[src/rtl/divisor_dispatcher.sv]
// Operand FIFO and START/DONE scheduler placed in front of divisor_top.
// Zero denominators are answered locally; a watchdog bounds each wait.
module divisor_dispatcher #(
  parameter int SIZE    = 32,
  parameter int DEPTH   = 4,
  parameter int TAG_W   = 4,
  parameter int TIMEOUT = 64
) (
  input  logic             CLK,
  input  logic             RST_N,
  input  logic             IN_VALID,
  output logic             IN_READY,
  input  logic [SIZE-1:0]  IN_NUM,
  input  logic [SIZE-1:0]  IN_DEN,
  input  logic [TAG_W-1:0] IN_TAG,
  output logic             DIV_START,
  output logic [SIZE-1:0]  DIV_NUM,
  output logic [SIZE-1:0]  DIV_DEN,
  input  logic             DIV_DONE,
  input  logic [SIZE-1:0]  DIV_COC,
  input  logic [SIZE-1:0]  DIV_RES,
  output logic             OUT_VALID,
  input  logic             OUT_READY,
  output logic [SIZE-1:0]  OUT_COC,
  output logic [SIZE-1:0]  OUT_RES,
  output logic [TAG_W-1:0] OUT_TAG,
  output logic             OUT_DZ,
  output logic             OUT_ERR,
  output logic             BUSY
);

  localparam int AW = $clog2(DEPTH);
  localparam int CW = AW + 1;
  localparam int TW = $clog2(TIMEOUT);

  typedef enum logic [1:0] {
    IDLE  = 2'd0,
    ISSUE = 2'd1,
    WAIT  = 2'd2
  } state_t;

  state_t state_q, state_d;

  logic [SIZE-1:0]  num_mem [DEPTH];
  logic [SIZE-1:0]  den_mem [DEPTH];
  logic [TAG_W-1:0] tag_mem [DEPTH];
  logic [AW-1:0]    wr_ptr, rd_ptr;
  logic [CW-1:0]    count;
  logic [TW-1:0]    wd_cnt;
  logic [TAG_W-1:0] tag_q;

  logic             push, pop;
  logic             ld_div, ld_out;
  logic             wd_clr, wd_inc;
  logic [SIZE-1:0]  h_num, h_den;
  logic [TAG_W-1:0] h_tag;
  logic [SIZE-1:0]  coc_d, res_d;
  logic [TAG_W-1:0] tag_d;
  logic             dz_d, err_d;

  assign IN_READY  = count < CW'(DEPTH);
  assign push      = IN_VALID && IN_READY;
  assign h_num     = num_mem[rd_ptr];
  assign h_den     = den_mem[rd_ptr];
  assign h_tag     = tag_mem[rd_ptr];
  assign DIV_START = state_q == ISSUE;
  assign BUSY      = (state_q != IDLE) || (count != '0) || OUT_VALID;

  always_ff @(posedge CLK or negedge RST_N) begin
    if (!RST_N) begin
      for (int i = 0; i < DEPTH; i++) begin
        num_mem[i] <= '0;
        den_mem[i] <= '0;
        tag_mem[i] <= '0;
      end
    end else if (push) begin
      num_mem[wr_ptr] <= IN_NUM;
      den_mem[wr_ptr] <= IN_DEN;
      tag_mem[wr_ptr] <= IN_TAG;
    end
  end

  always_ff @(posedge CLK or negedge RST_N) begin
    if (!RST_N) begin
      wr_ptr <= '0;
      rd_ptr <= '0;
      count  <= '0;
    end else begin
      if (push) wr_ptr <= wr_ptr + 1'b1;
      if (pop)  rd_ptr <= rd_ptr + 1'b1;
      unique case ({push, pop})
        2'b10:   count <= count + 1'b1;
        2'b01:   count <= count - 1'b1;
        default: count <= count;
      endcase
    end
  end

  // Pop only with an empty slot: one op in flight or held at most.
  always_comb begin
    state_d = state_q;
    pop     = 1'b0;
    ld_div  = 1'b0;
    ld_out  = 1'b0;
    wd_clr  = 1'b0;
    wd_inc  = 1'b0;
    coc_d   = '0;
    res_d   = '0;
    tag_d   = tag_q;
    dz_d    = 1'b0;
    err_d   = 1'b0;
    unique case (state_q)
      IDLE: begin
        if ((count != '0) && !OUT_VALID) begin
          pop = 1'b1;
          if (h_den == '0) begin
            ld_out = 1'b1;
            coc_d  = '1;
            res_d  = h_num;
            tag_d  = h_tag;
            dz_d   = 1'b1;
          end else begin
            ld_div  = 1'b1;
            state_d = ISSUE;
          end
        end
      end
      ISSUE: begin
        wd_clr  = 1'b1;
        state_d = WAIT;
      end
      WAIT: begin
        if (DIV_DONE) begin
          ld_out  = 1'b1;
          coc_d   = DIV_COC;
          res_d   = DIV_RES;
          state_d = IDLE;
        end else if (wd_cnt == TW'(TIMEOUT - 1)) begin
          ld_out  = 1'b1;
          err_d   = 1'b1;
          state_d = IDLE;
        end else begin
          wd_inc = 1'b1;
        end
      end
      default: state_d = IDLE;
    endcase
  end

  always_ff @(posedge CLK or negedge RST_N) begin
    if (!RST_N) begin
      state_q <= IDLE;
      wd_cnt  <= '0;
      DIV_NUM <= '0;
      DIV_DEN <= '0;
      tag_q   <= '0;
    end else begin
      state_q <= state_d;
      if (wd_clr)      wd_cnt <= '0;
      else if (wd_inc) wd_cnt <= wd_cnt + 1'b1;
      if (ld_div) begin
        DIV_NUM <= h_num;
        DIV_DEN <= h_den;
        tag_q   <= h_tag;
      end
    end
  end

  always_ff @(posedge CLK or negedge RST_N) begin
    if (!RST_N) begin
      OUT_VALID <= 1'b0;
      OUT_COC   <= '0;
      OUT_RES   <= '0;
      OUT_TAG   <= '0;
      OUT_DZ    <= 1'b0;
      OUT_ERR   <= 1'b0;
    end else if (ld_out) begin
      OUT_VALID <= 1'b1;
      OUT_COC   <= coc_d;
      OUT_RES   <= res_d;
      OUT_TAG   <= tag_d;
      OUT_DZ    <= dz_d;
      OUT_ERR   <= err_d;
    end else if (OUT_VALID && OUT_READY) begin
      OUT_VALID <= 1'b0;
    end
  end

endmodule
[config.mk]
export PLATFORM = sky130hd
export DESIGN_NAME = divisor_dispatcher
export DESIGN_NICKNAME = d
export VERILOG_FILES = /design/src/rtl/divisor_dispatcher.sv
export SDC_FILE = /design/constraint.sdc
export NUM_CORES = 1
export LEC_CHECK = 0
export BUFFER_PORTS_ARGS = -buffer_cell sky130_fd_sc_hd__buf_2
export CAP_MARGIN = 20
export CORE_MARGIN = 2
export CORE_UTILIZATION = 25
export CTS_CLUSTER_DIAMETER = 150
export DETAILED_ROUTE_END_ITERATION = 8
export PLACE_DENSITY = 0.49
export SYNTH_ARGS = -nofsm -noshare
export SYNTH_HDL_FRONTEND = slang
export SYNTH_SLANG_ARGS = --single-unit
[constraint.sdc]
create_clock -name CLK -period 3.9 [get_ports CLK]
set_input_delay 0.195 -clock CLK [delete_from_list [all_inputs] [get_ports CLK]]
set_output_delay 0.195 -clock CLK [all_outputs]
set_load 0.01 [all_outputs]
# ---- Yosys cells after proc, flatten, opt, wreduce, memory -nomap -nowiden
# Cells that the tools add are included.
dict set report op_classes {
  addsub 5
  n_lt_le_gt_ge 4
  n_eq_ne 8
  n_mux 54
  n_bitwise 2
  n_reduce_logical 15
}
# operator n
set op_table {}
lappend op_table {{2-to-1 mux 32 bit} 11}
lappend op_table {{bitwise mux 128 bit} 2}
lappend op_table {{binary-select mux 32 bit (select 2 bit)} 2}
lappend op_table {{case mux 32 bit (2 select lines)} 2}
lappend op_table {{demux 32 bit (select 2 bit)} 1}
lappend op_table {{zero test 32 bit} 1}
lappend op_table {{2-to-1 mux 4 bit} 6}
lappend op_table {{2-to-1 mux 1 bit} 18}
lappend op_table {{bitwise mux 16 bit} 1}
lappend op_table {{2-to-1 mux 6 bit} 2}
lappend op_table {{binary-select mux 4 bit (select 2 bit)} 1}
lappend op_table {{demux 4 bit (select 2 bit)} 1}
lappend op_table {{2-to-1 mux 2 bit} 4}
lappend op_table {{nonzero test 2 bit} 4}
lappend op_table {{adder 6 x 1 -> 6 bit, second input constant} 1}
lappend op_table {{equality test 6 bit, second input constant} 1}
lappend op_table {{>= comparator 3 bit, second input constant} 2}
lappend op_table {{inverter 2 -> 3 bit} 2}
lappend op_table {{case mux 2 bit (3 select lines)} 1}
lappend op_table {{case mux 3 bit (2 select lines)} 1}
lappend op_table {{adder 2 x 1 -> 2 bit, second input constant} 2}
lappend op_table {{equality test 2 x 1 -> 1 bit, second input constant} 2}
lappend op_table {{equality test 2 bit, second input constant} 2}
lappend op_table {{logical AND 1 bit} 4}
lappend op_table {{12 further kinds} 14}
dict set report totals {
  regBits 426
  wordCells 114
}

# ---- Depth between registers and ports, before layout
# Gate-level depths: netlist of the first run.
dict set report logic_depth {
  word_depth 9
  ltp_mapped 10
  mapped_depth_nobuf 8
}

# ---- Worst setup path after synthesis of the first run
# No wires, ideal clock.
dict set report synth_path {
  path_kind {register to register}
  startpoint {register rd_ptr[1]}
  endpoint {register DIV_NUM[22]}
  setup_time_ns 0.125
  arrival_ns 2.585
  required_ns 3.775
  path_slack_ns 1.190
  path_stages_with_launch 11
  n_path_buf 4
  cell_sequence {dfrtp_1 -> clkbuf_1 -> clkbuf_1 -> mux4_2 -> nor4_1 -> nand4_1 -> or2_1 -> nand2_2 -> buf_6 -> buf_6 -> mux2_2}
}
dict set report synth_via {
  elab_chain_cells 8
}
# item line
set synth_rtl {}
lappend synth_rtl {{start, declared} 47} ;# logic [AW-1:0] wr_ptr, rd_ptr;
lappend synth_rtl {{start signal, assigned} 90} ;# if (pop) rd_ptr <= rd_ptr + 1'b1;
lappend synth_rtl {{inverter 2 -> 3 bit (implied by the code) *} {63, 64}}
lappend synth_rtl {{binary-select mux 32 bit (select 2 bit)} 64} ;# assign h_den = den_mem[rd_ptr];
lappend synth_rtl {{2-to-1 mux 32 bit (implied by the code) (2 in a row)} 64}
lappend synth_rtl {{zero test 32 bit} 116} ;# if (h_den == '0) begin
lappend synth_rtl {{2-to-1 mux 1 bit} 116}
lappend synth_rtl {{2-to-1 mux 1 bit} 114} ;# if ((count != '0) && !OUT_VALID) begin
lappend synth_rtl {{2-to-1 mux 1 bit} 112} ;# unique case (state_q)
lappend synth_rtl {{end signal, assigned} 162} ;# DIV_NUM <= h_num;
lappend synth_rtl {{end, declared} 17} ;# output logic [SIZE-1:0] DIV_NUM,
# Mark *: on every way between the ends. The rest lies on a longest branch, timed or not. The select of a mux whose other input is x is not followed.
# A chain may end at the register's enable or synchronous reset.

# ---- Final worst setup path of the first run
dict set report layout_path {
  startpoint {register rd_ptr[0]}
  endpoint {register DIV_NUM[22]}
}
# The elaborated chain is that of the path after synthesis.

==> impl_metrics.xml, run 1 <==
<?xml version="1.0" encoding="UTF-8"?>
<metrics>
  <group name="outcome">
    <metric name="run_status" unit="">finished clean</metric>
  </group>
  <group name="sta">
    <metric name="grt_setup_unrepaired" unit="">no</metric>
    <metric name="slew-limit-headroom" unit="">0.399</metric>
    <metric name="timing_hold_violations_final" unit="">0</metric>
    <metric name="setup_viol_count_final" unit="">0</metric>
    <metric name="setup_total_negative_slack" unit="ns">0</metric>
    <metric name="layout_worst_path_cycle_share" unit="">0.888</metric>
    <metric name="hold_slack" unit="ns">0.113</metric>
    <metric name="final_critical_path_setup_slack" unit="ns">0.438</metric>
    <metric name="max_clock_freq" unit="GHz">0.289</metric>
    <metric name="maxSlewViolCount" unit="">0</metric>
    <metric name="final_period_minus_worst_setup_slack" unit="ns">3.46</metric>
    <metric name="fin_worst_skew" unit="ns">0.0181</metric>
    <metric name="worst-slew-pin-transition" unit="ns">0.900</metric>
  </group>
  <group name="die">
    <metric name="initial_core_util" unit="">0.253</metric>
    <metric name="floorplan.die.height" unit="um">271</metric>
    <metric name="floorplan.die_area" unit="um^2">73500</metric>
    <metric name="die-width" unit="um">271</metric>
    <metric name="rows" unit="">97</metric>
    <metric name="pin_count" unit="">275</metric>
    <metric name="core-area" unit="um^2">70400</metric>
  </group>
  <group name="yosys">
    <metric name="share_of_synthesized_flip_flops_with_an_asynchronous_set_or_reset" unit="">1.00</metric>
    <metric name="synthesis.nets" unit="">1281</metric>
    <metric name="post_synth.cell_area_avg" unit="um^2">15.7</metric>
    <metric name="synth-seq-area-share" unit="">0.597</metric>
    <metric name="ys_ff_latch" unit="">426</metric>
    <metric name="yosysUniqueCellTypes" unit="">36</metric>
    <metric name="synthesis.area" unit="um^2">17800</metric>
    <metric name="netlist_instances" unit="">1137</metric>
    <metric name="post_synth_edffs" unit="">0</metric>
    <metric name="synth-warning-count" unit="">0</metric>
    <metric name="synth_flop_cell" unit="">sky130_fd_sc_hd__dfrtp_1</metric>
  </group>
  <group name="power">
    <metric name="power.share.combinational" unit="">0.372</metric>
    <metric name="internal_power" unit="W">0.0140</metric>
    <metric name="power-per-cell-area" unit="nW/um^2">867</metric>
    <metric name="netSwitchingFraction" unit="">0.316</metric>
    <metric name="clockPowerShare" unit="">0.241</metric>
    <metric name="vdd.ir_drop.worst" unit="uV">301</metric>
    <metric name="p_leak" unit="nW">10.5</metric>
    <metric name="switching_power" unit="W">0.00646</metric>
    <metric name="share_seq_of_total_power" unit="">0.387</metric>
  </group>
  <group name="clock_tree">
    <metric name="number_of_buffers_created_by_cts" unit="">50</metric>
    <metric name="clk_transition_reported_paths" unit="ns">0.06</metric>
    <metric name="clock_insertion_delay_at_the_later_pin_of_the_skew_report" unit="ns">0.58</metric>
    <metric name="clock-root-buffer" unit="">sky130_fd_sc_hd__clkbuf_16</metric>
    <metric name="cts_tree" unit="">yes</metric>
    <metric name="clock_tree.buffer_depth" unit="">3</metric>
    <metric name="tritoncts_num_sinks" unit="">426</metric>
    <metric name="h-tree-depth" unit="">2</metric>
  </group>
  <group name="final_layout">
    <metric name="layout.nets" unit="">1693</metric>
    <metric name="drive_above_1_share" unit="">0.506</metric>
    <metric name="n_fill_cell" unit="">6939</metric>
    <metric name="flow.area_growth_from_synthesis" unit="%">32.0</metric>
  </group>
  <group name="route">
    <metric name="drt_drc_violations_left" unit="">0</metric>
    <metric name="drtAntennaViolNets" unit="">0</metric>
    <metric name="drt-total-wl" unit="um">49300</metric>
    <metric name="drt_first_pass_iters" unit="">5</metric>
    <metric name="post_drt_via_cell_ratio" unit="">4.51</metric>
    <metric name="avgRoutedWirePerCell" unit="um">19.5</metric>
    <metric name="route.vias.total" unit="">11400</metric>
    <metric name="drt_iter0_drc" unit="">562</metric>
  </group>
  <group name="setup_path">
    <metric name="cp_data_arrival_time" unit="ns">3.92</metric>
    <metric name="start_kind" unit="">flip-flop</metric>
    <metric name="worstSetupEndpointType" unit="">flip-flop</metric>
    <metric name="crit_required" unit="ns">4.36</metric>
    <metric name="worst_path_class_setup" unit="">flip-flop to flip-flop</metric>
    <metric name="critical_path_peak_fanout" unit="">18</metric>
  </group>
  <group name="place">
    <metric name="placement.io_buffers" unit="">274</metric>
    <metric name="post-place-ws" unit="ns">0.460</metric>
    <metric name="gpl.final_weighted_congestion" unit="">0.749</metric>
    <metric name="dp.final_hpwl" unit="um">31900</metric>
  </group>
  <group name="grt">
    <metric name="number_of_antenna_violations_at_the_first_check_in_global_routing" unit="">7</metric>
    <metric name="track_usage" unit="">0.135</metric>
    <metric name="grt_remaining_overflow" unit="">0</metric>
    <metric name="grt_max_degree" unit="">107</metric>
    <metric name="first_global_vias" unit="">12600</metric>
    <metric name="grt_pass1_wl" unit="um">77300</metric>
  </group>
  <group name="flow_run">
    <metric name="drv_cap" unit="">0</metric>
  </group>
  <group name="min_path">
    <metric name="hold_class" unit="">input pin to flip-flop</metric>
  </group>
</metrics>
-- layout make-up --
cell class	count	area, um^2	area share
sequential	426	10700	0.453
tap	940	1180	0.0499
clock buffer	71	1480	0.0630
clock inverter	20	260	0.0110
timing repair buffer	438	3100	0.132
inverter	11	41.3	0.00175
multi-input combinational	622	6820	0.290
antenna	2	5.00	0.000212
-- power by group through the flow --
stage / logic [W] / clock network, W / registers, W
5_1_grt: 0.00827 / 0.00529 / 0.00817
3_5_place_dp: 0.00765 / 0 / 0.00797
4_1_cts: 0.00779 / 0.00509 / 0.00791
2_1_floorplan: 0.00505 / 0 / 0.00779
6_report: 0.00759 / 0.00492 / 0.00790
3_3_place_gp: 0.00745 / 0 / 0.00791
-- per-layer routing --
metal | GRT usage | share of wire | up-vias
met5 | 0 | 0.0015 | -
met1 | 0.177 | 0.44 | 5992
met3 | 0.0282 | 0.048 | 74
met4 | 0.0367 | 0.019 | 12
li1 | - | - | 5054
met2 | 0.227 | 0.49 | 268
-- registers in the layout, summed over array words and instances (netlist names) --
signal	flops
count	3
OUT_TAG	4
den_mem	128
wr_ptr	2
rd_ptr	2
state_q	2
wd_cnt	6
OUT_DZ	1
DIV_DEN	32
OUT_COC	32
OUT_ERR	1
tag_q	4
OUT_RES	32
DIV_NUM	32
num_mem	128
OUT_VALID	1
tag_mem	16
-- metrics by stage --
step                      total power (W)  instances  cell area (um^2)  utilization
after global placement             0.0154       2303             20500        0.291
after CTS                          0.0208       2528             23600        0.335
final                              0.0204       2530             23600        0.335
after detailed placement           0.0156       2303             20500        0.291
after global routing               0.0217       2529             23600        0.335
after floorplan                    0.0128       1137             17800            -
-- worst paths after layout --
| path | from | to | slack (ns) | cells past startpoint |
|---|---|---|---|---|
| worst max register to register | rd_ptr[0] | DIV_NUM[22] | 0.44 | 8 |
| max in group asynchronous | RST_N | OUT_RES[4] | 2.58 | 3 |
| worst min-delay path | DIV_DONE | OUT_VALID | 0.11 | 5 |
| min in group asynchronous | RST_N | den_mem[73] | 0.27 | 2 |
| worst min register to register | OUT_DZ | OUT_DZ | 0.48 | 1 |
| worst max-delay path | rd_ptr[0] | DIV_NUM[22] | 0.44 | 8 |
-- cells by family after synthesis --
kind of cell,after synthesis,synth area share
fa+ha+maj,7,0.00533
buf+inv,89,0.0226
mux,414,0.304
simple gates,82,0.0212
compound gates,109,0.0447
xor+xnor,10,0.00491
flops,426,0.597
-- cell usage in the layout (no fill, tap or decap), types with 5 or more instances in the layout --
cell type                       count
sky130_fd_sc_hd__a221o_1           32
sky130_fd_sc_hd__a22oi_1           32
sky130_fd_sc_hd__buf_12            12
sky130_fd_sc_hd__buf_2            273
sky130_fd_sc_hd__buf_4             18
sky130_fd_sc_hd__bufinv_16          6
sky130_fd_sc_hd__clkbuf_1           9
sky130_fd_sc_hd__clkbuf_16         53
sky130_fd_sc_hd__clkbuf_8           9
sky130_fd_sc_hd__clkinv_2          11
sky130_fd_sc_hd__dfrtp_1          424
sky130_fd_sc_hd__dlygate4sd3_1    134
sky130_fd_sc_hd__ha_1               6
sky130_fd_sc_hd__inv_1             11
sky130_fd_sc_hd__mux2_2           339
sky130_fd_sc_hd__mux2i_1            5
sky130_fd_sc_hd__mux4_2            68
sky130_fd_sc_hd__nand2_1           43
sky130_fd_sc_hd__nand2_4            5
sky130_fd_sc_hd__nor2_1             6
sky130_fd_sc_hd__nor4_1             8
sky130_fd_sc_hd__o21ai_0           40
sky130_fd_sc_hd__xnor2_1            5
sky130_fd_sc_hd__xor2_1             5
-- worst max-delay path, cell delays in order (launching register included) --
cell and delay (ns):
sky130_fd_sc_hd__dfrtp_4 0.63, sky130_fd_sc_hd__buf_4 0.21, sky130_fd_sc_hd__mux4_2 0.55, sky130_fd_sc_hd__nor4_1 0.38, sky130_fd_sc_hd__nand4_1 0.30, sky130_fd_sc_hd__or2_1 0.35, sky130_fd_sc_hd__nand2_4 0.30, sky130_fd_sc_hd__buf_12 0.23
sky130_fd_sc_hd__mux2_2 0.35
-- cells in the mapped netlist (5+ instances only) --
| library cell | number | area (um^2) |
|---|---|---|
| sky130_fd_sc_hd__dfrtp_1 | 426 | 10700 |
| sky130_fd_sc_hd__buf_2 | 8 | 40.0 |
| sky130_fd_sc_hd__ha_1 | 6 | 75.1 |
| sky130_fd_sc_hd__nor2_1 | 6 | 22.5 |
| sky130_fd_sc_hd__nand2_1 | 48 | 180 |
| sky130_fd_sc_hd__a22oi_1 | 32 | 240 |
| sky130_fd_sc_hd__buf_1 | 31 | 116 |
| sky130_fd_sc_hd__nor4_1 | 8 | 50.1 |
| sky130_fd_sc_hd__o21ai_0 | 40 | 200 |
| sky130_fd_sc_hd__a221o_1 | 32 | 320 |
| sky130_fd_sc_hd__clkbuf_1 | 27 | 101 |
| sky130_fd_sc_hd__xnor2_1 | 5 | 43.8 |
| sky130_fd_sc_hd__mux2i_1 | 5 | 50.1 |
| sky130_fd_sc_hd__xor2_1 | 5 | 43.8 |
| sky130_fd_sc_hd__buf_4 | 8 | 60.1 |
| sky130_fd_sc_hd__inv_1 | 11 | 41.3 |
| sky130_fd_sc_hd__mux2_2 | 339 | 3820 |
| sky130_fd_sc_hd__mux4_2 | 68 | 1530 |
-- what timing repair did --
action / CTS / global route
endpoints found under the hold margin: 435 / 0
hold buffers: 134 / 0
setup endpoints to repair: 0 / 0
gates resized for setup: 0 / 0
setup buffers: 0 / 0
(Power assumes the default switching activity.)
==> run 2: changes to the inputs <==
CORE_MARGIN = 5   (was 2)
==> impl_metrics.xml, run 2 (synthesis gave the netlist of run 1 again) <==
<?xml version="1.0" encoding="UTF-8"?>
<metrics>
  <group name="outcome">
    <metric name="run_status" unit="">finished clean</metric>
  </group>
  <group name="die">
    <metric name="rows" unit="">98</metric>
    <metric name="initial_core_util" unit="">0.251</metric>
    <metric name="core-area" unit="um^2">71100</metric>
    <metric name="floorplan.die_area" unit="um^2">76800</metric>
    <metric name="die-width" unit="um">277</metric>
    <metric name="floorplan.die.height" unit="um">277</metric>
    <metric name="pin_count" unit="">275</metric>
  </group>
  <group name="clock_tree">
    <metric name="post_cts_resize_count" unit="">0</metric>
    <metric name="cts_tree" unit="">yes</metric>
    <metric name="clock_insertion_delay_at_the_later_pin_of_the_skew_report" unit="ns">0.58</metric>
    <metric name="h-tree-depth" unit="">2</metric>
    <metric name="clock-root-buffer" unit="">sky130_fd_sc_hd__clkbuf_16</metric>
    <metric name="clk_transition_reported_paths" unit="ns">0.06</metric>
    <metric name="number_of_buffers_created_by_cts" unit="">52</metric>
    <metric name="clock_tree.buffer_depth" unit="">3</metric>
    <metric name="tritoncts_num_sinks" unit="">426</metric>
  </group>
  <group name="final_layout">
    <metric name="leading_cell_types_in_the_layout_fill_and_taps_excluded" unit="">424 x sky130_fd_sc_hd__dfrtp_1, 339 x sky130_fd_sc_hd__mux2_2, 273 x sky130_fd_sc_hd__buf_2</metric>
    <metric name="biggestRegsByFlops" unit="">den_mem (128), num_mem (128)</metric>
    <metric name="layout.nets" unit="">1697</metric>
    <metric name="layout_commonest_cell" unit="">sky130_fd_sc_hd__dfrtp_1</metric>
    <metric name="drive_above_1_share" unit="">0.507</metric>
    <metric name="flow.area_growth_from_synthesis" unit="%">32.1</metric>
    <metric name="n_fill_cell" unit="">7071</metric>
  </group>
  <group name="sta">
    <metric name="worst-slew-pin-transition" unit="ns">0.843</metric>
    <metric name="hold_slack" unit="ns">0.129</metric>
    <metric name="setup_total_negative_slack" unit="ns">0</metric>
    <metric name="setup_viol_count_final" unit="">0</metric>
    <metric name="max_clock_freq" unit="GHz">0.297</metric>
    <metric name="maxSlewViolCount" unit="">0</metric>
    <metric name="final_period_minus_worst_setup_slack" unit="ns">3.37</metric>
    <metric name="grt_setup_unrepaired" unit="">no</metric>
    <metric name="timing_hold_violations_final" unit="">0</metric>
    <metric name="slew-limit-headroom" unit="">0.437</metric>
    <metric name="fin_worst_skew" unit="ns">0.0150</metric>
    <metric name="layout_worst_path_cycle_share" unit="">0.864</metric>
    <metric name="final_critical_path_setup_slack" unit="ns">0.531</metric>
  </group>
  <group name="route">
    <metric name="drtAntennaViolNets" unit="">0</metric>
    <metric name="avgRoutedWirePerCell" unit="um">19.2</metric>
    <metric name="drt_iter0_drc" unit="">421</metric>
    <metric name="drt_drc_violations_left" unit="">0</metric>
    <metric name="route.vias.total" unit="">11300</metric>
    <metric name="post_drt_via_cell_ratio" unit="">4.44</metric>
    <metric name="drt-total-wl" unit="um">48900</metric>
    <metric name="drt_first_pass_iters" unit="">4</metric>
  </group>
  <group name="setup_path">
    <metric name="path_common_cell" unit="">sky130_fd_sc_hd__buf_4</metric>
    <metric name="cp_data_arrival_time" unit="ns">3.82</metric>
    <metric name="critical_path_peak_fanout" unit="">29</metric>
    <metric name="cp_slowest_cell" unit="">sky130_fd_sc_hd__dfrtp_4</metric>
    <metric name="cp_num_buf_inv" unit="">3</metric>
    <metric name="start_kind" unit="">flip-flop</metric>
    <metric name="worstPathCellList" unit="">buf_4 &gt; buf_4 &gt; mux4_2 &gt; nor4_1 &gt; nand4_1 &gt; or2_1 &gt; nand2_4 &gt; buf_12 &gt; mux2_2</metric>
    <metric name="worst_path_dominant_cell_family" unit="">simple AND/OR/NAND/NOR gates</metric>
    <metric name="timing.critical_path.slowest_cell_delay" unit="ns">0.58</metric>
    <metric name="worst_path_class_setup" unit="">flip-flop to flip-flop</metric>
    <metric name="crit_required" unit="ns">4.35</metric>
    <metric name="worstSetupEndpointType" unit="">flip-flop</metric>
  </group>
  <group name="place">
    <metric name="gpl.final_weighted_congestion" unit="">0.720</metric>
    <metric name="post-place-ws" unit="ns">0.489</metric>
    <metric name="dp.final_hpwl" unit="um">32000</metric>
    <metric name="placement.io_buffers" unit="">274</metric>
  </group>
  <group name="flow_run">
    <metric name="drv_cap" unit="">0</metric>
  </group>
  <group name="power">
    <metric name="p_leak" unit="nW">10.5</metric>
    <metric name="power-per-cell-area" unit="nW/um^2">863</metric>
    <metric name="vdd.ir_drop.worst" unit="uV">394</metric>
  </group>
  <group name="grt">
    <metric name="first_global_vias" unit="">12500</metric>
    <metric name="grt_remaining_overflow" unit="">0</metric>
    <metric name="track_usage" unit="">0.127</metric>
    <metric name="grt_max_degree" unit="">107</metric>
    <metric name="grt_pass1_wl" unit="um">77300</metric>
    <metric name="number_of_antenna_violations_at_the_first_check_in_global_routing" unit="">4</metric>
  </group>
  <group name="min_path">
    <metric name="hold_class" unit="">input pin to flip-flop</metric>
  </group>
</metrics>
[run 2: changes by cell type in the layout (fill, tap and decap cells not counted)]
cell and change:
sky130_fd_sc_hd__diode_2 +1, sky130_fd_sc_hd__buf_4 +4, sky130_fd_sc_hd__inv_6 +1, sky130_fd_sc_hd__buf_12 -2, sky130_fd_sc_hd__clkinv_2 -1, sky130_fd_sc_hd__clkinv_4 +1
[run 2: metal layers]
layer,track usage,vias to the layer above,part of all wire
met5,0,-,0.00022
met4,0.0275,2,0.019
met3,0.0343,71,0.055
met2,0.208,243,0.48
met1,0.169,5933,0.45
li1,-,5056,-
[run 2: path summary, 6_finish.rpt]
check                          start  depth (start not counted)  slack (ns)           to
setup / recovery           rd_ptr[0]                          9        0.53   DIV_NUM[4]
hold / removal              DIV_DONE                          5        0.13    OUT_VALID
setup reg to reg           rd_ptr[0]                          9        0.53   DIV_NUM[4]
hold reg to reg               OUT_DZ                          1        0.47       OUT_DZ
max in group asynchronous      RST_N                          3        2.57  OUT_RES[21]
min in group asynchronous      RST_N                          2        0.22  den_mem[68]
[run 2: timing repair]
item	CTS	global route
endpoints found under the setup margin	0	0
hold endpoints to repair	411	0
buffers inserted	0	0
hold buffers	134	0
[run 2: final cells by class]
cell class	count	area [um^2]	area share
clock inverter	21	273	0.0116
multi-input combinational	622	6820	0.289
clock buffer	71	1480	0.0629
inverter	11	41.3	0.00175
sequential	426	10700	0.453
tap	950	1190	0.0504
antenna	3	7.51	0.000318
timing repair buffer	440	3090	0.131
[run 2: worst register-to-register path, cell delays in order (launching register included)]
cell                      delay (ns)
sky130_fd_sc_hd__dfrtp_4        0.58
sky130_fd_sc_hd__buf_4          0.21
sky130_fd_sc_hd__buf_4          0.20
sky130_fd_sc_hd__mux4_2         0.54
sky130_fd_sc_hd__nor4_1         0.34
sky130_fd_sc_hd__nand4_1        0.22
sky130_fd_sc_hd__or2_1          0.31
sky130_fd_sc_hd__nand2_4        0.20
sky130_fd_sc_hd__buf_12         0.25
sky130_fd_sc_hd__mux2_2         0.40
[run 2: per-stage QoR]
stage | utilization | power [W] | cell area, um^2 | std cells
6_report | 0.331 | 0.0203 | 23600 | 2544
5_1_grt | 0.331 | 0.0217 | 23600 | 2541
4_1_cts | 0.331 | 0.0208 | 23600 | 2541
3_5_place_dp | 0.288 | 0.0155 | 20500 | 2315
3_3_place_gp | 0.288 | 0.0153 | 20500 | 2315
2_1_floorplan | - | 0.0128 | 17800 | 1137
[run 2: power by group]
part	total, W	switching [W]	internal [W]
logic	0.00754	0.00330	0.00423
registers	0.00786	0.00121	0.00665
clock network	0.00495	0.00190	0.00305
total	0.0203	0.00642	0.0139
==> run 3: changes to the inputs <==
BUFFER_PORTS_ARGS = -buffer_cell sky130_fd_sc_hd__buf_4   (was -buffer_cell sky130_fd_sc_hd__buf_2)
==> impl_metrics.xml, run 3 (synthesis gave the netlist of run 1 again) <==
<?xml version="1.0" encoding="UTF-8"?>
<metrics>
  <group name="outcome">
    <metric name="run_status" unit="">finished clean</metric>
  </group>
  <group name="place">
    <metric name="dp.final_hpwl" unit="um">33100</metric>
    <metric name="gpl.final_weighted_congestion" unit="">0.722</metric>
    <metric name="placement.io_buffers" unit="">274</metric>
    <metric name="place_inst" unit="">2314</metric>
    <metric name="post-place-ws" unit="ns">0.590</metric>
  </group>
  <group name="die">
    <metric name="rows" unit="">98</metric>
    <metric name="initial_core_util" unit="">0.251</metric>
    <metric name="core-area" unit="um^2">71100</metric>
    <metric name="floorplan.die.height" unit="um">277</metric>
    <metric name="floorplan.die_area" unit="um^2">76800</metric>
    <metric name="pin_count" unit="">275</metric>
    <metric name="die-width" unit="um">277</metric>
  </group>
  <group name="sta">
    <metric name="maxSlewViolCount" unit="">0</metric>
    <metric name="final_critical_path_setup_slack" unit="ns">0.608</metric>
    <metric name="setup_total_negative_slack" unit="ns">0</metric>
    <metric name="hold_slack" unit="ns">0.122</metric>
    <metric name="timing_hold_violations_final" unit="">0</metric>
    <metric name="grt_setup_unrepaired" unit="">no</metric>
    <metric name="worst-slew-pin-transition" unit="ns">0.963</metric>
    <metric name="max_clock_freq" unit="GHz">0.304</metric>
    <metric name="layout_worst_path_cycle_share" unit="">0.844</metric>
    <metric name="fin_worst_skew" unit="ns">0.0159</metric>
    <metric name="setup_viol_count_final" unit="">0</metric>
    <metric name="final_period_minus_worst_setup_slack" unit="ns">3.29</metric>
    <metric name="slew-limit-headroom" unit="">0.358</metric>
  </group>
  <group name="setup_path">
    <metric name="r2r_end" unit="">DIV_NUM[18]</metric>
    <metric name="cp_data_arrival_time" unit="ns">3.75</metric>
    <metric name="cp_slowest_cell" unit="">sky130_fd_sc_hd__mux4_2</metric>
    <metric name="critical_path_peak_fanout" unit="">31</metric>
    <metric name="startpoint_of_the_lowest_slack_register_to_register_path" unit="">rd_ptr[0]</metric>
    <metric name="start_kind" unit="">flip-flop</metric>
    <metric name="worstSetupEndpointType" unit="">flip-flop</metric>
    <metric name="reg2reg_depth" unit="">8</metric>
    <metric name="worst_path_dominant_cell_family" unit="">simple AND/OR/NAND/NOR gates</metric>
    <metric name="cp_num_buf_inv" unit="">2</metric>
    <metric name="worstPathCellList" unit="">buf_12 &gt; mux4_2 &gt; nor4_1 &gt; nand4_1 &gt; or2_1 &gt; nand2_4 &gt; buf_12 &gt; mux2_2</metric>
    <metric name="timing.critical_path.slowest_cell_delay" unit="ns">0.57</metric>
    <metric name="crit_required" unit="ns">4.36</metric>
    <metric name="worst_path_class_setup" unit="">flip-flop to flip-flop</metric>
    <metric name="path_common_cell" unit="">sky130_fd_sc_hd__buf_12</metric>
    <metric name="timing.reg2reg.setup_slack" unit="ns">0.61</metric>
  </group>
  <group name="power">
    <metric name="total_power" unit="W">0.0207</metric>
    <metric name="p_leak" unit="nW">10.7</metric>
    <metric name="power-per-cell-area" unit="nW/um^2">853</metric>
    <metric name="vdd.ir_drop.worst" unit="uV">401</metric>
  </group>
  <group name="grt">
    <metric name="grt_max_degree" unit="">114</metric>
    <metric name="number_of_antenna_violations_at_the_first_check_in_global_routing" unit="">5</metric>
    <metric name="track_usage" unit="">0.131</metric>
    <metric name="grt_remaining_overflow" unit="">0</metric>
    <metric name="first_global_vias" unit="">12700</metric>
    <metric name="grt_pass1_wl" unit="um">79800</metric>
  </group>
  <group name="clock_tree">
    <metric name="clk_transition_reported_paths" unit="ns">0.06</metric>
    <metric name="clock-root-buffer" unit="">sky130_fd_sc_hd__clkbuf_16</metric>
    <metric name="cts_tree" unit="">yes</metric>
    <metric name="post_cts_resize_count" unit="">0</metric>
    <metric name="tritoncts_num_sinks" unit="">426</metric>
    <metric name="cts.repair_timing.setup_buffer_count" unit="">0</metric>
    <metric name="h-tree-depth" unit="">2</metric>
    <metric name="number_of_buffers_created_by_cts" unit="">52</metric>
    <metric name="clock_tree.buffer_depth" unit="">3</metric>
    <metric name="clock_insertion_delay_at_the_later_pin_of_the_skew_report" unit="ns">0.58</metric>
    <metric name="hold_fix_buffers_at_cts" unit="">134</metric>
  </group>
  <group name="route">
    <metric name="post_drt_via_cell_ratio" unit="">4.49</metric>
    <metric name="drtAntennaViolNets" unit="">0</metric>
    <metric name="drt_iter0_drc" unit="">604</metric>
    <metric name="drt_first_pass_iters" unit="">6</metric>
    <metric name="drt_drc_violations_left" unit="">0</metric>
    <metric name="route.vias.total" unit="">11400</metric>
    <metric name="avgRoutedWirePerCell" unit="um">19.9</metric>
    <metric name="drt-total-wl" unit="um">50700</metric>
  </group>
  <group name="final_layout">
    <metric name="layout.nets" unit="">1697</metric>
    <metric name="biggestRegsByFlops" unit="">den_mem (128), num_mem (128)</metric>
    <metric name="flow.area_growth_from_synthesis" unit="%">35.8</metric>
    <metric name="drive_above_1_share" unit="">0.505</metric>
    <metric name="layout.cells.non_filler" unit="">2549</metric>
    <metric name="leading_cell_types_in_the_layout_fill_and_taps_excluded" unit="">424 x sky130_fd_sc_hd__dfrtp_1, 339 x sky130_fd_sc_hd__mux2_2, 294 x sky130_fd_sc_hd__buf_4</metric>
    <metric name="layout_commonest_cell" unit="">sky130_fd_sc_hd__dfrtp_1</metric>
  </group>
  <group name="min_path">
    <metric name="hold_class" unit="">input pin to flip-flop</metric>
    <metric name="min_to" unit="">OUT_VALID</metric>
    <metric name="hold_path_depth" unit="">5</metric>
    <metric name="hold_startpoint" unit="">DIV_DONE</metric>
  </group>
  <group name="flow_run">
    <metric name="drv_cap" unit="">0</metric>
  </group>
</metrics>
[run 3: cell count changes in the layout (fill, tap and decap cells not counted), moves of 3 or more]
cell and change:
sky130_fd_sc_hd__clkbuf_1 +4, sky130_fd_sc_hd__clkinvlp_4 +3, sky130_fd_sc_hd__buf_2 -273, sky130_fd_sc_hd__buf_4 +272
sky130_fd_sc_hd__bufinv_16 -3
[run 3: worst max path at each step]
stage / from / end / slack [ns] / cells past startpoint
after floorplan: rd_ptr[1] / DIV_NUM[22] / 1.19 / 10
after global placement: rd_ptr[0] / DIV_NUM[20] / 0.59 / 8
after detailed placement: rd_ptr[0] / DIV_NUM[18] / 0.59 / 8
after CTS: rd_ptr[0] / DIV_NUM[4] / 0.56 / 8
after global routing: rd_ptr[0] / DIV_NUM[5] / 0.47 / 8
final: rd_ptr[0] / DIV_NUM[18] / 0.61 / 8
[run 3: metrics by stage]
step	utilization	area, um^2
6_report	0.341	24200
5_1_grt	0.340	24200
4_1_cts	0.340	24200
3_5_place_dp	0.297	21200
3_3_place_gp	0.297	21200
2_1_floorplan	-	17800
[run 3: layout make-up]
cell class,instances,area [um^2]
well taps,950,1190
clock buffers,77,1530
clock inverters,18,179
diodes,5,12.5
inverters,11,41.3
repair buffers,440,3780
flip-flops and latches,426,10700
multi-input cells,622,6820
fillers,6979,46900
[run 3: power by group]
| part | internal (W) | switching [W] | leakage [nW] |
|---|---|---|---|
| registers | 0.00666 | 0.00131 | 5.17 |
| clock network | 0.00289 | 0.00188 | 0.834 |
| logic | 0.00461 | 0.00331 | 4.67 |
| total | 0.0142 | 0.00649 | 10.7 |
[run 3: worst min-delay path: stages]
cell	delay [ns]
sky130_fd_sc_hd__buf_4	0.09
sky130_fd_sc_hd__a21o_1	0.12
sky130_fd_sc_hd__and2_1	0.13
sky130_fd_sc_hd__o21bai_1	0.06
sky130_fd_sc_hd__o21ai_0	0.07
[run 3: per-layer routing]
metal,vias to the layer above,part of all wire,global-route usage
met5,-,0.00053,0
met4,4,0.022,0.0358
met3,74,0.048,0.0270
met2,247,0.49,0.220
met1,6031,0.44,0.174
li1,5088,-,-
